$ cat config.mk
export PLATFORM = sky130hd
export DESIGN_NAME = conv_output_streamer
export DESIGN_NICKNAME = d
export VERILOG_FILES = /design/src/rtl/conv_output_streamer.sv
export SDC_FILE = /design/constraint.sdc
export NUM_CORES = 1
export LEC_CHECK = 0
export BUFFER_PORTS_ARGS = -buffer_cell sky130_fd_sc_hd__buf_4
export CELL_PAD_IN_SITES_DETAIL_PLACEMENT = 0
export CELL_PAD_IN_SITES_GLOBAL_PLACEMENT = 2
export CORE_MARGIN = 4
export CORE_UTILIZATION = 26
export DETAILED_ROUTE_END_ITERATION = 16
export GPL_ROUTABILITY_DRIVEN = 0
export GPL_TIMING_DRIVEN = 0
export PLACE_DENSITY = 0.56
export SYNTH_ARGS = -nofsm -noshare
export SYNTH_HDL_FRONTEND = slang
export SYNTH_SLANG_ARGS = --single-unit
$ cat constraint.sdc
create_clock -name clk -period 5.9 [get_ports clk]
set_input_delay 1.18 -clock clk [delete_from_list [all_inputs] [get_ports clk]]
set_output_delay 1.18 -clock clk [all_outputs]
set_load 0.01 [all_outputs]
$ cat src/rtl/conv_output_streamer.sv
// Captures the conv2d output bus on start and replays it as indexed, coordinate-tagged valid/ready words.
// First word is valid the cycle after start, one word per accepted cycle; a stalled word holds until accepted.
module conv_output_streamer #(
  parameter int DATA_WIDTH   = 32,
  parameter int BATCH_SIZE   = 1,
  parameter int OUT_CHANNELS = 1,
  parameter int OUT_HEIGHT   = 2,
  parameter int OUT_WIDTH    = 2,
  localparam int NUM_ELEMS   = BATCH_SIZE * OUT_CHANNELS * OUT_HEIGHT * OUT_WIDTH,
  localparam int IDX_W       = (NUM_ELEMS > 1)    ? $clog2(NUM_ELEMS)    : 1,
  localparam int B_W         = (BATCH_SIZE > 1)   ? $clog2(BATCH_SIZE)   : 1,
  localparam int C_W         = (OUT_CHANNELS > 1) ? $clog2(OUT_CHANNELS) : 1,
  localparam int R_W         = (OUT_HEIGHT > 1)   ? $clog2(OUT_HEIGHT)   : 1,
  localparam int W_W         = (OUT_WIDTH > 1)    ? $clog2(OUT_WIDTH)    : 1
) (
  input  logic                            clk,
  input  logic                            rst,
  input  logic                            start,
  input  logic [NUM_ELEMS*DATA_WIDTH-1:0] output_tensor_flat,
  output logic                            busy,
  output logic                            done,
  output logic                            m_valid,
  input  logic                            m_ready,
  output logic [DATA_WIDTH-1:0]           m_data,
  output logic [IDX_W-1:0]                m_index,
  output logic [B_W-1:0]                  m_batch,
  output logic [C_W-1:0]                  m_chan,
  output logic [R_W-1:0]                  m_row,
  output logic [W_W-1:0]                  m_col,
  output logic                            m_last
);

  typedef enum logic [1:0] {IDLE, STREAM, DONE} state_t;

  typedef struct packed {
    logic [B_W-1:0] batch;
    logic [C_W-1:0] chan;
    logic [R_W-1:0] row;
    logic [W_W-1:0] col;
  } coord_t;

  state_t                state_q, state_nxt;
  logic                  capture, xfer;
  logic [DATA_WIDTH-1:0] snap [NUM_ELEMS];
  coord_t                coord_q, coord_nxt;
  logic [IDX_W-1:0]      idx_nxt;

  always_ff @(posedge clk or negedge rst) begin
    if (!rst) state_q <= IDLE;
    else      state_q <= state_nxt;
  end

  // start is only honoured in IDLE, so a pulse while streaming or in DONE never re-captures
  always_comb begin
    state_nxt = state_q;
    capture   = 1'b0;
    xfer      = 1'b0;
    unique case (state_q)
      IDLE: begin
        if (start) begin
          capture   = 1'b1;
          state_nxt = STREAM;
        end
      end
      STREAM: begin
        if (m_ready) begin
          xfer = 1'b1;
          if (m_last) state_nxt = DONE;
        end
      end
      DONE:    state_nxt = IDLE;
      default: state_nxt = IDLE;
    endcase
  end

  assign busy    = (state_q == STREAM);
  assign m_valid = (state_q == STREAM);
  assign done    = (state_q == DONE);

  assign idx_nxt = m_index + 1'b1;

  // Column-fastest odometer; each field wraps into the next slower one
  always_comb begin
    coord_nxt = coord_q;
    if (coord_q.col != W_W'(OUT_WIDTH - 1)) begin
      coord_nxt.col = coord_q.col + 1'b1;
    end else begin
      coord_nxt.col = '0;
      if (coord_q.row != R_W'(OUT_HEIGHT - 1)) begin
        coord_nxt.row = coord_q.row + 1'b1;
      end else begin
        coord_nxt.row = '0;
        if (coord_q.chan != C_W'(OUT_CHANNELS - 1)) begin
          coord_nxt.chan = coord_q.chan + 1'b1;
        end else begin
          coord_nxt.chan  = '0;
          coord_nxt.batch = coord_q.batch + 1'b1;
        end
      end
    end
  end

  always_ff @(posedge clk or negedge rst) begin
    if (!rst) begin
      for (int i = 0; i < NUM_ELEMS; i++) snap[i] <= '0;
      coord_q <= '0;
      m_index <= '0;
      m_data  <= '0;
      m_last  <= 1'b0;
    end else if (capture) begin
      for (int i = 0; i < NUM_ELEMS; i++) snap[i] <= output_tensor_flat[i*DATA_WIDTH +: DATA_WIDTH];
      coord_q <= '0;
      m_index <= '0;
      m_data  <= output_tensor_flat[DATA_WIDTH-1:0];
      m_last  <= (NUM_ELEMS == 1);
    end else if (xfer) begin
      if (m_last) begin
        m_last <= 1'b0;
      end else begin
        coord_q <= coord_nxt;
        m_index <= idx_nxt;
        m_data  <= snap[idx_nxt];
        m_last  <= (idx_nxt == IDX_W'(NUM_ELEMS - 1));
      end
    end
  end

  assign m_batch = coord_q.batch;
  assign m_chan  = coord_q.chan;
  assign m_row   = coord_q.row;
  assign m_col   = coord_q.col;

endmodule

# Word-level counts from Yosys, hierarchy flattened
# Cells that the tools add are included.
# totals
reg_bits,169
inputBits,132
out_inout_bits,42
elab_cells,65
# op_classes
add_sub_neg,5
order_cmp,1
n_eq_ne,8
n_mux,29
bitwise_logic,1
reduce_logical,9
# op_table
operator,count
32-bit 2-to-1 mux,5
32-bit binary-select mux with 2-bit select,1
2-bit 2-to-1 mux,7
4-bit 2-to-1 mux,3
1-bit 2-to-1 mux,11
"2-bit by 1-bit inequality test with 1-bit output, second input constant",3
3-bit AND reduction,2
2-bit nonzero test,3
5-bit AND reduction,1
"1-bit adder, second input constant",4
"2-bit equality test, second input constant",2
"2-bit inequality test, second input constant",2
2-bit one-hot mux with 2 select lines,1
4-bit AND reduction,1
"3-bit greater-or-equal comparator, second input constant",1
3-bit 2-to-1 mux,1
2-bit NOT with 3-bit output,1
"2-bit by 1-bit adder with 2-bit output, second input constant",1
"2-bit by 1-bit equality test with 1-bit output, second input constant",1
2-bit zero test,1
2-bit AND reduction,1

# Logic depth before layout (Yosys ltp)
# logic_depth
ltp_word,8
depth_mapped,9

# Worst setup path after synthesis
# Ideal clock, no wire load.
# synth_timing
path_kind,register to register
start,register m_index[0]
end,register m_data[12]
arrival_ns,2.254
t_required_ns,5.774
slack_ns,3.520
stages_incl_launch_ff,10
path_buffers,4
synth_period_minus_slack_ns,2.380
path_cell_list,dfrtp_1 -> buf_6 -> buf_12 -> inv_1 -> ha_1 -> clkbuf_1 -> buf_1 -> mux4_2 -> and2_1 -> a221o_1
# synth_via
elab_chain_len,8
# synth_lines
element,line_no,text
from (decl),25,"output logic [IDX_W-1:0] m_index,"
from (signal assigned),121,m_index <= idx_nxt;
2-bit by 1-bit adder with 2-bit output,80,assign idx_nxt = m_index + 1'b1;
2-bit NOT with 3-bit output (not written as such),122,m_data <= snap[idx_nxt];
32-bit binary-select mux with 2-bit select,122,
32-bit 2-to-1 mux (not written as such) (2 in series),122,
32-bit 2-to-1 mux,117,if (m_last) begin
32-bit 2-to-1 mux,116,end else if (xfer) begin
32-bit 2-to-1 mux,110,end else if (capture) begin
to (signal assigned),114,m_data <= output_tensor_flat[DATA_WIDTH-1:0];
to (signal assigned),122,
to (decl),24,"output logic [DATA_WIDTH-1:0] m_data,"
# Every way passes these cells. The select of a mux whose other input is x is not followed.
# A chain may end at the register's enable or synchronous reset.

# Worst setup path after layout
# layout_timing
start,register m_index[0]
end,register m_data[17]
# Same word-level chain as after synthesis.

==> flow_summary.toml <==
[global_routing]
grt_first_pass_wirelength_mm = 33.4
antenna_found_initial = 0
grt_pass1_vias = 5405
gr-total-overflow = 0
grt_max_degree = 88
track_usage = 0.145

[clock_network]
postCtsHoldBufs = 0
cts.clk_slew.worst_paths_ns = 0.07
htree_levels = 4
cts_buffers = 17
cts_tree = "done"
cts_resized = 0
cts_buffer_depth = 2
clock_latency_ns = 0.42
postCtsSetupBuffers = 0
cts_sinks = 168
clockRootBuffer = "clkbuf_16"

[logic_synthesis]
synthFlopType = "dfrtp_1"
synthesis.nets = 588
synth-simple-area-share = 0.0387
synthAdderAreaFrac = 0.00171
synth-warning-count = 0
yosysSeqAreaShare = 0.575
synth-seq-cells = 168
synth_edf_count = 0
syn_avg_cell_area_um2 = 16.1
yosys.area.top_type_share = 0.575
synthXorXnorAreaFrac = 0
synth.area.top_cells = "dfrtp_1 (58%), mux2_2 (20%), mux4_2 (8.6%), a221o_1 (4.4%), and2_1 (2.1%)"
synth_top_family_by_area = "multiplexers"
ys_types = 32
syn-cell-area_um2 = 7310
synth.most_common_cell = "dfrtp_1"
netlist_instances = 455
synth_mux_area_frac = 0.299
yosys-top-cells-count = "dfrtp_1 (168), mux2_2 (129), a221o_1 (32)"
synth_compound_area_frac = 0.0520
yosys.area.top_type = "dfrtp_1"
synthArstFlopShare = 1.00

[detailed_routing]
antenna_left = 0
wl_per_cell_um = 21.0
drt_wl_total_mm = 21.8
drtIter0Drc = 159
drc = 0
firstDrtPassIters = 4
vias_per_cell = 4.52
via_count = 4693

[critical_path]
path_class = "reg2reg"
crit_path_top_delay_cell = "buf_1"
startpoint_type = "flop"
crit_fanout = 10
crit_path_cell_trace = "buf_6 > buf_12 > inv_1 > ha_1 > clkbuf_1 > buf_1 > mux4_2 > and2_1 > a221o_1"
cpPeakStageDelay_ns = 0.63
cp.arrival_ns = 3.28
cp-end-kind = "flop"
critPathBufInv = 5
crit_required_ns = 6.20
cpLargestDelayFamily = "buffers and inverters"

[cells_and_area]
diodes = 0
drive_gt1_frac = 0.592
syn2layout_area_growth_pct = 32.3
n_fill_cell = 2778
multiInputGateArea_um2 = 2870
nets = 780
regArea_um2 = 4200

[floorplanning]
dieWidth_um = 176
io_pins = 174
rows = 61
fp.dieH_um = 176
initial_utilization = 0.263
core_um2 = 27800
dieArea_um2 = 30900

[timing]
hold_viol = 0
rsz0062_at_grt = "false"
final.setup.tns_ns = 0
setup_slack_ns = 2.92
fin_skew_ns = 0.0125
fmax_mhz = 335
fin_crit_ns = 2.98
setup_viol = 0
timing.slew.headroom = 0.489
worst_pin_slew_ns = 0.767
slew_viol_final = 0
period_share = 0.505

[placement]
pre_cts_slack_ns = 2.81
port_buffers = 172
hpwl_mm = 15.3

[power_and_ir_drop]
power_leakage_nw = 4.28
power_density_nw_per_um2 = 558
ir_drop_uv = 174

[flow_run]
max_cap_viol_count = 0

[worst_hold_path]
min_path_type = "reg2reg"

[status]
status = "finished, final reports clean"
-- placed cells by master, fill, tap and decap left out, types with 4 or more instances in the layout --
cell / count
a221o_1: 32
and2_0: 9
and2_1: 24
buf_2: 22
buf_4: 173
clkbuf_1: 4
clkbuf_16: 17
dfrtp_1: 168
inv_1: 4
inv_6: 4
mux2_2: 129
mux4_1: 4
mux4_2: 28
-- through the flow --
step / total power, mW / instance area [µm²] / util / instances / hold WS, ns
6_report: 5.40 / 9670 / 0.348 / 1038 / 0.503
5_1_grt: 5.78 / 9670 / 0.348 / 1038 / 0.511
4_1_cts: 5.51 / 9670 / 0.348 / 1038 / 0.508
3_5_place_dp: 4.40 / 9110 / 0.328 / 1006 / 0.490
3_3_place_gp: 4.33 / 9070 / 0.327 / 1005 / 0.483
2_1_floorplan: 3.58 / 7310 / - / 455 / 0.472
-- kinds of logic (layout without fill, tap and decap cells) --
group	Yosys count	in the layout
flops	168	168
compound gates	40	40
simple gates	45	45
mux	161	161
other cells	1	1
buf+inv	39	244
fa+ha+maj	1	1
-- final timing paths --
| check | cells past startpoint | startpoint | slack, ns | end |
|---|---|---|---|---|
| hold / removal | 1 | snap[78] | 0.50 | snap[78] |
| max in group asynchronous | 2 | rst | 4.26 | snap[54] |
| hold reg to reg | 1 | snap[78] | 0.50 | snap[78] |
| min in group asynchronous | 1 | rst | 0.73 | snap[68] |
| setup / recovery | 9 | m_index[0] | 2.92 | m_data[17] |
| setup reg to reg | 9 | m_index[0] | 2.92 | m_data[17] |
-- registers in the layout, indices dropped and copies added, names as in the netlist --
register,flops
m_data,32
state_q,2
m_index,2
m_row,1
snap,128
m_col,1
m_batch,1
m_last,1
-- per-layer routing --
| layer | wire, µm | vias up | track usage | share of wire |
|---|---|---|---|---|
| met2 | 11200 | 100 | 0.251 | 0.51 |
| met5 | 0 | - | 0 | 0 |
| li1 | - | 2105 | - | - |
| met4 | 121 | 0 | 0.0302 | 0.0056 |
| met1 | 9470 | 2479 | 0.181 | 0.44 |
| met3 | 1000 | 9 | 0.0407 | 0.046 |
-- power by group --
| group | switching (mW) | leakage [nW] | internal (mW) |
|---|---|---|---|
| sequential | 0.315 | 2.02 | 1.74 |
| clock | 0.491 | 0.271 | 0.598 |
| combinational | 0.906 | 1.99 | 1.35 |
-- final cells by class --
class	instances	area share
Buffer	35	0.0232
Timing Repair Buffer	173	0.137
Clock inverter	13	0.0124
Multi-Input combinational cell	248	0.296
Sequential cell	168	0.435
Tap cell	378	0.0489
Inverter	4	0.00155
Clock buffer	19	0.0458
Power figures use the tool's default switching activity.
